<file path="src/rtl/hazard_forward_ctrl_pkg.sv">
// Shared sizing, forward-select encoding and latency helper for the hazard/forward controller.
package hazard_forward_ctrl_pkg;

  localparam int unsigned NUM_SRC        = 2;
  localparam int unsigned REG_AW         = 5;
  localparam int unsigned NUM_FWD_STAGES = 2;
  localparam int unsigned MAX_LAT        = 8;

  localparam int unsigned NUM_REGS = 2 ** REG_AW;
  localparam int unsigned FSW      = $clog2(NUM_FWD_STAGES + 1);
  localparam int unsigned LATW     = $clog2(MAX_LAT + 1);
  localparam int unsigned SLOTW    = $clog2(MAX_LAT);

  localparam logic [FSW-1:0] FWD_REGFILE    = FSW'(0);
  localparam logic [FSW-1:0] FWD_STAGE_BASE = FSW'(1);

  // Map a requested latency into the supported range 1..MAX_LAT.
  function automatic logic [LATW-1:0] clamp_lat(input logic [LATW-1:0] lat);
    if (lat == '0) begin
      return LATW'(1);
    end else if (lat > LATW'(MAX_LAT)) begin
      return LATW'(MAX_LAT);
    end else begin
      return lat;
    end
  endfunction

endpackage

</file>
<file path="src/rtl/hazard_forward_ctrl_if.sv">
// Pipeline-side signal bundle of the hazard/forward controller.
interface hazard_forward_ctrl_if;
  import hazard_forward_ctrl_pkg::*;

  logic [NUM_FWD_STAGES-1:0]        stage_regwrite;
  logic [NUM_FWD_STAGES*REG_AW-1:0] stage_rd;
  logic [NUM_SRC*REG_AW-1:0]        idex_rs;
  logic [REG_AW-1:0]                idex_rd;
  logic                             idex_regwrite;
  logic                             idex_memread;
  logic [NUM_SRC*REG_AW-1:0]        ifid_rs;
  logic [NUM_SRC-1:0]               ifid_rs_used;
  logic                             mc_issue_valid;
  logic [REG_AW-1:0]                mc_issue_rd;
  logic [LATW-1:0]                  mc_issue_lat;
  logic                             mc_issue_ready;
  logic [NUM_SRC*FSW-1:0]           forward_sel;
  logic                             stall;
  logic                             bubble_idex;
  logic                             mc_wb_valid;
  logic [REG_AW-1:0]                mc_wb_rd;

  modport master (
    output stage_regwrite, stage_rd, idex_rs, idex_rd, idex_regwrite, idex_memread,
           ifid_rs, ifid_rs_used, mc_issue_valid, mc_issue_rd, mc_issue_lat,
    input  mc_issue_ready, forward_sel, stall, bubble_idex, mc_wb_valid, mc_wb_rd
  );

  modport slave (
    input  stage_regwrite, stage_rd, idex_rs, idex_rd, idex_regwrite, idex_memread,
           ifid_rs, ifid_rs_used, mc_issue_valid, mc_issue_rd, mc_issue_lat,
    output mc_issue_ready, forward_sel, stall, bubble_idex, mc_wb_valid, mc_wb_rd
  );

endinterface

</file>
<file path="src/rtl/hazard_forward_ctrl_mc_scoreboard.sv">
// Per-register pending scoreboard and writeback-slot scheduler for the multi-cycle unit.
module hazard_forward_ctrl_mc_scoreboard
  import hazard_forward_ctrl_pkg::*;
(
  input  logic                clk,
  input  logic                rst_n,
  input  logic                issue_valid_i,
  input  logic [REG_AW-1:0]   issue_rd_i,
  input  logic [LATW-1:0]     issue_lat_i,
  output logic                issue_ready_o,
  output logic                wb_valid_o,
  output logic [REG_AW-1:0]   wb_rd_o,
  output logic [NUM_REGS-1:0] pending_o
);

  logic [NUM_REGS-1:0] pending_q, pending_d;
  logic [LATW-1:0]     cnt_q [NUM_REGS];
  logic [LATW-1:0]     cnt_d [NUM_REGS];
  logic [MAX_LAT-1:0]  slot_q, slot_d;
  logic [MAX_LAT-1:0]  slot_res;
  logic                wb_valid_q, wb_valid_d;
  logic [REG_AW-1:0]   wb_rd_q, wb_rd_d;
  logic [LATW-1:0]     lat_eff;
  logic                alloc;

  // Issue is refused on WAW against a pending reg or when its completion cycle is already taken.
  assign lat_eff       = clamp_lat(issue_lat_i);
  assign issue_ready_o = !pending_q[issue_rd_i] && !slot_q[SLOTW'(lat_eff - LATW'(1))];
  assign alloc         = issue_valid_i && issue_ready_o && (issue_rd_i != '0);

  // Count down pending entries, allocate new ones, reserve slots and pick the next writeback.
  always_comb begin
    pending_d  = pending_q;
    slot_res   = '0;
    wb_valid_d = 1'b0;
    wb_rd_d    = '0;
    for (int r = 0; r < int'(NUM_REGS); r++) begin
      cnt_d[r] = cnt_q[r];
      if (pending_q[r]) begin
        if (cnt_q[r] == LATW'(1)) begin
          pending_d[r] = 1'b0;
        end else begin
          cnt_d[r] = cnt_q[r] - LATW'(1);
        end
      end
    end
    if (alloc) begin
      pending_d[issue_rd_i] = 1'b1;
      cnt_d[issue_rd_i]     = lat_eff;
      slot_res              = MAX_LAT'(1) << (lat_eff - LATW'(1));
    end
    slot_d = (slot_q | slot_res) >> 1;
    for (int r = 0; r < int'(NUM_REGS); r++) begin
      if (pending_d[r] && (cnt_d[r] == LATW'(1))) begin
        wb_valid_d = 1'b1;
        wb_rd_d    = REG_AW'(r);
      end
    end
  end

  // Scoreboard state; reset drops everything including an in-flight writeback.
  always_ff @(posedge clk or negedge rst_n) begin
    if (!rst_n) begin
      pending_q  <= '0;
      slot_q     <= '0;
      wb_valid_q <= 1'b0;
      wb_rd_q    <= '0;
      for (int r = 0; r < int'(NUM_REGS); r++) begin
        cnt_q[r] <= '0;
      end
    end else begin
      pending_q  <= pending_d;
      slot_q     <= slot_d;
      wb_valid_q <= wb_valid_d;
      wb_rd_q    <= wb_rd_d;
      for (int r = 0; r < int'(NUM_REGS); r++) begin
        cnt_q[r] <= cnt_d[r];
      end
    end
  end

  assign wb_valid_o = wb_valid_q;
  assign wb_rd_o    = wb_rd_q;
  assign pending_o  = pending_q;

endmodule

</file>
<file path="src/rtl/hazard_forward_ctrl.sv">
// Operand bypass selection, load-use / scoreboard stall generation, multi-cycle scheduling.
module hazard_forward_ctrl
  import hazard_forward_ctrl_pkg::*;
#(
  parameter bit FWD_EN = 1'b1
) (
  input  logic                  clk,
  input  logic                  rst_n,
  hazard_forward_ctrl_if.slave  bus
);

  logic [NUM_REGS-1:0]         pending;
  logic [NUM_SRC-1:0]          src_hazard;
  logic [NUM_SRC-1:0][FSW-1:0] fwd_sel;
  logic                        stall_c;

  hazard_forward_ctrl_mc_scoreboard u_mc_scoreboard (
    .clk           (clk),
    .rst_n         (rst_n),
    .issue_valid_i (bus.mc_issue_valid),
    .issue_rd_i    (bus.mc_issue_rd),
    .issue_lat_i   (bus.mc_issue_lat),
    .issue_ready_o (bus.mc_issue_ready),
    .wb_valid_o    (bus.mc_wb_valid),
    .wb_rd_o       (bus.mc_wb_rd),
    .pending_o     (pending)
  );

  for (genvar s = 0; s < int'(NUM_SRC); s++) begin : g_src
    logic [REG_AW-1:0] ex_rs;
    logic [REG_AW-1:0] id_rs;
    logic [FSW-1:0]    sel;
    logic              hz;

    assign ex_rs = bus.idex_rs[s*REG_AW +: REG_AW];
    assign id_rs = bus.ifid_rs[s*REG_AW +: REG_AW];

    // Bypass select: scan oldest to youngest so the youngest matching stage wins.
    always_comb begin
      sel = FWD_REGFILE;
      if (FWD_EN && (ex_rs != '0)) begin
        for (int i = int'(NUM_FWD_STAGES) - 1; i >= 0; i--) begin
          if (bus.stage_regwrite[i] && (bus.stage_rd[i*REG_AW +: REG_AW] == ex_rs)) begin
            sel = FWD_STAGE_BASE + FSW'(i);
          end
        end
      end
    end

    // Hazard on this ID operand: load-use, pending long-latency result, or any RAW without bypass.
    always_comb begin
      hz = 1'b0;
      if (bus.ifid_rs_used[s] && (id_rs != '0)) begin
        if (bus.idex_memread && bus.idex_regwrite && (bus.idex_rd == id_rs)) begin
          hz = 1'b1;
        end
        if (pending[id_rs]) begin
          hz = 1'b1;
        end
        if (!FWD_EN) begin
          if (bus.idex_regwrite && (bus.idex_rd == id_rs)) begin
            hz = 1'b1;
          end
          for (int i = 0; i < int'(NUM_FWD_STAGES); i++) begin
            if (bus.stage_regwrite[i] && (bus.stage_rd[i*REG_AW +: REG_AW] == id_rs)) begin
              hz = 1'b1;
            end
          end
        end
      end
    end

    assign fwd_sel[s]    = sel;
    assign src_hazard[s] = hz;
  end

  assign stall_c         = |src_hazard;
  assign bus.forward_sel = fwd_sel;
  assign bus.stall       = stall_c;
  assign bus.bubble_idex = stall_c;

endmodule
</file>
<file path="src/flat_wrapper.sv">
// flat-port wrapper written by rule: the top's interface ports become plain ports
module hazard_forward_ctrl_flat import hazard_forward_ctrl_pkg::*;
#(
  parameter bit FWD_EN = 1'b1
)
  (clk, rst_n, bus_stage_regwrite, bus_stage_rd, bus_idex_rs, bus_idex_rd, bus_idex_regwrite, bus_idex_memread, bus_ifid_rs, bus_ifid_rs_used, bus_mc_issue_valid, bus_mc_issue_rd, bus_mc_issue_lat, bus_mc_issue_ready, bus_forward_sel, bus_stall, bus_bubble_idex, bus_mc_wb_valid, bus_mc_wb_rd);
  hazard_forward_ctrl_if bus_i ();
  input  logic clk;
  input  logic rst_n;
  input wire logic [$bits(bus_i.stage_regwrite)-1:0] bus_stage_regwrite;
  input wire logic [$bits(bus_i.stage_rd)-1:0] bus_stage_rd;
  input wire logic [$bits(bus_i.idex_rs)-1:0] bus_idex_rs;
  input wire logic [$bits(bus_i.idex_rd)-1:0] bus_idex_rd;
  input wire logic [$bits(bus_i.idex_regwrite)-1:0] bus_idex_regwrite;
  input wire logic [$bits(bus_i.idex_memread)-1:0] bus_idex_memread;
  input wire logic [$bits(bus_i.ifid_rs)-1:0] bus_ifid_rs;
  input wire logic [$bits(bus_i.ifid_rs_used)-1:0] bus_ifid_rs_used;
  input wire logic [$bits(bus_i.mc_issue_valid)-1:0] bus_mc_issue_valid;
  input wire logic [$bits(bus_i.mc_issue_rd)-1:0] bus_mc_issue_rd;
  input wire logic [$bits(bus_i.mc_issue_lat)-1:0] bus_mc_issue_lat;
  output wire logic [$bits(bus_i.mc_issue_ready)-1:0] bus_mc_issue_ready;
  output wire logic [$bits(bus_i.forward_sel)-1:0] bus_forward_sel;
  output wire logic [$bits(bus_i.stall)-1:0] bus_stall;
  output wire logic [$bits(bus_i.bubble_idex)-1:0] bus_bubble_idex;
  output wire logic [$bits(bus_i.mc_wb_valid)-1:0] bus_mc_wb_valid;
  output wire logic [$bits(bus_i.mc_wb_rd)-1:0] bus_mc_wb_rd;
  assign bus_i.stage_regwrite = bus_stage_regwrite;
  assign bus_i.stage_rd = bus_stage_rd;
  assign bus_i.idex_rs = bus_idex_rs;
  assign bus_i.idex_rd = bus_idex_rd;
  assign bus_i.idex_regwrite = bus_idex_regwrite;
  assign bus_i.idex_memread = bus_idex_memread;
  assign bus_i.ifid_rs = bus_ifid_rs;
  assign bus_i.ifid_rs_used = bus_ifid_rs_used;
  assign bus_i.mc_issue_valid = bus_mc_issue_valid;
  assign bus_i.mc_issue_rd = bus_mc_issue_rd;
  assign bus_i.mc_issue_lat = bus_mc_issue_lat;
  assign bus_mc_issue_ready = bus_i.mc_issue_ready;
  assign bus_forward_sel = bus_i.forward_sel;
  assign bus_stall = bus_i.stall;
  assign bus_bubble_idex = bus_i.bubble_idex;
  assign bus_mc_wb_valid = bus_i.mc_wb_valid;
  assign bus_mc_wb_rd = bus_i.mc_wb_rd;
  hazard_forward_ctrl #(.FWD_EN(FWD_EN)) u_core (.clk(clk), .rst_n(rst_n), .bus(bus_i));
endmodule
</file>
<file path="config.mk">
export PLATFORM = sky130hd
export DESIGN_NAME = hazard_forward_ctrl_flat
export DESIGN_NICKNAME = d
export VERILOG_FILES = /design/src/rtl/hazard_forward_ctrl_pkg.sv /design/src/rtl/hazard_forward_ctrl_if.sv /design/src/rtl/hazard_forward_ctrl_mc_scoreboard.sv /design/src/rtl/hazard_forward_ctrl.sv /design/src/flat_wrapper.sv
export SDC_FILE = /design/constraint.sdc
export NUM_CORES = 1
export LEC_CHECK = 0
export BUFFER_PORTS_ARGS = -buffer_cell sky130_fd_sc_hd__buf_2
export CAP_MARGIN = 20
export CORE_ASPECT_RATIO = 1.2
export CORE_UTILIZATION = 58
export CTS_BUF_LIST = sky130_fd_sc_hd__clkbuf_8
export CTS_CLUSTER_SIZE = 28
export DETAILED_ROUTE_END_ITERATION = 8
export GPL_ROUTABILITY_DRIVEN = 0
export HOLD_SLACK_MARGIN = 0.02
export PLACE_DENSITY_LB_ADDON = 0.3
export SLEW_MARGIN = 20
export SYNTH_ARGS = -nofsm -noshare
export SYNTH_HDL_FRONTEND = slang
export SYNTH_HIERARCHICAL = 1
export SYNTH_SLANG_ARGS = --single-unit
</file>
<file path="constraint.sdc">
create_clock -name clk -period 3.12 [get_ports clk]
set_input_delay 0.468 -clock clk [delete_from_list [all_inputs] [get_ports clk]]
set_output_delay 0.468 -clock clk [all_outputs]
set_load 0.05 [all_outputs]
</file>
==> flow_summary.ini <==
[power_and_ir_drop]
p_total_mw = 11.9
ir_drop_uv = 414
power-per-cell-area_mw_per_mm2 = 781
p_leak_nw = 7.00

[finish]
seq_area_mm2 = 0.00433
drive_above_1_share = 0.226
post-route-util = 0.717
area_growth_pct = 19.8
fill_cells = 1586
multi_input_area_mm2 = 0.00798
nets = 1795

[sta]
tightest_slew_ns = 0.644
fmax_mhz = 323
finalSetupViolations = 0
min_period_over_period = 0.993
relSlewSlack = 0.565
hold_viol_final = 0
grt_setup_unrepaired = true
min_period_ns = 3.10
drv_slew = 0
skew_ns = 0.0153

[clocking]
root_buffer = clkbuf_8
cts_inserted_buffers = 17
cts_sinks = 173
insertion_delay_ns = 0.49
clkTransAtPathRegs_ns = 0.11
clockBufferDepth = 2
cts_tree = done
cts_htree_levels = 4

[worst_hold_path]
hold_start = u_core/u_mc_scoreboard/slot_q[1]
hold_class = flip-flop to flip-flop

[setup_path]
worst-path-max-fanout = 11
r2r_start = u_core/u_mc_scoreboard/pending_o[18]
critical_path_buf_inv_count = 3
worstPathCellList = mux4_2, nand2_1, o311a_2, nand3_4, buf_4, buf_4, o31ai_1, nand2b_1, o311ai_1, buf_4, a41oi_2, o31ai_2
crit_top_cell = buf_4
critical-path-top-delay-family = compound AO/OA/AOI/OAI gates
cp.arrival_ns = 3.48
cp-end-kind = flip-flop
startpoint_type = flip-flop
crit_slowest_cell = mux4_2
critPathRequiredTime_ns = 3.50
cp-startpoint = u_core/u_mc_scoreboard/pending_o[18]
critPathMaxStageDelay_ns = 0.52
critPathKind = flip-flop to flip-flop

[global_routing]
grt_pass1_wl_mm = 59.6
grt_overflow_total = 0
antenna_found_initial = 3
grt_max_degree = 58
track_usage = 0.347
grt_pass1_vias = 11900

[logic_synthesis]
synth_edf_count = 0
ys.flop_type = dfrtp_1
synthCells = 1449
synth_fp_nets = 1571
ys_ff_latch = 173
yosys_warnings = 6
async_reset_ff_frac = 1.00
ys_seq_area_frac = 0.341
avgSynthCellArea_um2 = 8.75
synth_top_area_share = 0.341
syn-cell-area_mm2 = 0.0127
synth_area_leader_cell = dfrtp_1
synthTopCellsByArea = dfrtp_1 (34%), ha_1 (6.8%), nand2_1 (4.9%), mux2i_1 (4.9%), a21oi_1 (4.8%)
yosysUniqueCellTypes = 88

[detailed_routing]
drc = 0
ant_nets = 0
viasPerCell = 6.38
wl_per_cell_um = 19.7
dr.pass1.iters = 8
vias = 12500
drt_wl_total_mm = 38.6
initialDrtViolationCount = 1286

[floorplanning]
die-area_mm2 = 0.0225
row_count = 58
die_width_um = 137
initial_utilization = 0.599
io_pins = 66
fp.dieH_um = 164
core-area_mm2 = 0.0212

[flow_run]
maxCapViolations = 0

[status]
status = complete, no violations

[placement]
post-dp-hpwl_mm = 28.8
port_buffers = 65
==> area by class of cell <==
| cell class | instances | share of cell area |
|---|---|---|
| Timing Repair Buffer | 248 | 0.117 |
| Clock buffer | 17 | 0.0154 |
| Inverter | 76 | 0.0193 |
| Multi-Input combinational cell | 1157 | 0.525 |
| Antenna cell | 2 | 0.000329 |
| Sequential cell | 173 | 0.285 |
| Tap cell | 270 | 0.0222 |
| Clock inverter | 15 | 0.0148 |
==> state kept, by name (all words and copies together), names as in the netlist <==
name,count
u_core/u_mc_scoreboard/slot_q,7
u_core/u_mc_scoreboard/wb_rd_o,5
u_core/u_mc_scoreboard/pending_o,32
u_core/u_mc_scoreboard/wb_valid_o,1
u_core/u_mc_scoreboard/cnt_q,128
==> through the flow <==
stage / setup TNS [ns] / setup WS, ns / cell area (µm²) / std cells / hold WS [ns]
2_1_floorplan: -5.29 / -0.291 / 12800 / 1449 / 0.172
3_3_place_gp: -2.78 / -0.278 / 14500 / 1908 / 0.450
3_5_place_dp: -4.59 / -0.340 / 14500 / 1908 / 0.457
4_1_cts: -0.00978 / -0.00496 / 15000 / 1942 / 0.485
5_1_grt: -0.270 / -0.135 / 15200 / 1957 / 0.513
6_report: 0 / 0.0210 / 15200 / 1958 / 0.482
==> worst reg2reg max path: cells and delay by family, from the launching register on <==
family	cells	cell delay, ns
compound gates	5	1.04
mux	1	0.52
simple gates	3	0.52
buf+inv	3	0.48
flops	1	0.41
==> path summary, 6_finish.rpt <==
path	endpoint	slack (ns)	cells after the start
max reg2reg	u_core/u_mc_scoreboard/wb_rd_o[2]	0.02	12
min reg2reg	u_core/u_mc_scoreboard/slot_q[0]	0.48	1
max in group asynchronous	u_core/u_mc_scoreboard/pending_o[0]	1.75	3
min in group asynchronous	u_core/u_mc_scoreboard/cnt_q[114]	0.50	2
min	u_core/u_mc_scoreboard/slot_q[0]	0.48	1
max	u_core/u_mc_scoreboard/wb_rd_o[2]	0.02	12
==> cells by family after synthesis <==
group,share of synthesized area
multiplexers,0.0920
adder cells (fa/ha/maj),0.0681
buffers and inverters,0.0390
flip-flops,0.341
AO/OA/AOI/OAI,0.173
XOR/XNOR,0.0428
AND/OR/NAND/NOR,0.244
==> routing by layer <==
| layer | GRT usage | wire (µm) | up-vias |
|---|---|---|---|
| met1 | 0.415 | 14600 | 5901 |
| met4 | 0.173 | 2080 | 2 |
| li1 | - | - | 5725 |
| met5 | 0 | 17 | - |
| met2 | 0.579 | 18200 | 654 |
| met3 | 0.0840 | 3730 | 201 |
==> power breakdown <==
group	switching, mW	total, mW	leakage, nW	internal (mW)
clock	0.971	1.81	0.223	0.837
combinational	3.15	5.82	4.63	2.67
sequential	1.01	4.25	2.15	3.24
total	5.13	11.9	7.00	6.75
==> cells in the mapped netlist, types with 14 or more instances <==
cell      count
dfrtp_1     173
nand2_1     167
a21oi_1     121
o21ai_0     105
nor2_1       96
nor3_1       75
inv_1        73
ha_1         69
mux2i_1      62
xnor2_1      45
nand2b_1     41
nand3_1      35
nor2b_1      27
clkbuf_1     23
or4b_2       22
o211ai_1     21
nand4_1      17
or3_1        17
xor2_1       17
a211oi_1     14
buf_2        14
nor3b_1      14
==> timing repair <==
| item | in CTS | in global routing |
|---|---|---|
| endpoints found under the setup margin | 5 | 9 |
| hold endpoints to repair | 50 | 0 |
| pin swaps | 0 | 7 |
| setup buffers | 1 | 14 |
| gates resized for setup | 7 | 20 |
| hold buffers | 1 | 0 |
==> cell usage in the layout (no fill, tap or decap), types with 17 or more instances in the layout <==
master and n:
ha_1 68, nand3_1 35, o211ai_1 21, a21oi_1 120, xnor2_1 45, buf_2 61, nand4_1 17, buf_4 176
or4b_2 22, nor2_1 94, nand2_1 165, nor3_1 74, inv_1 72, clkbuf_8 17, mux2i_1 60, nand2b_1 40
nor2b_1 27, o21ai_0 105, or3_1 17, dfrtp_1 169
Note: power is estimated with default switching activity, not from simulation.
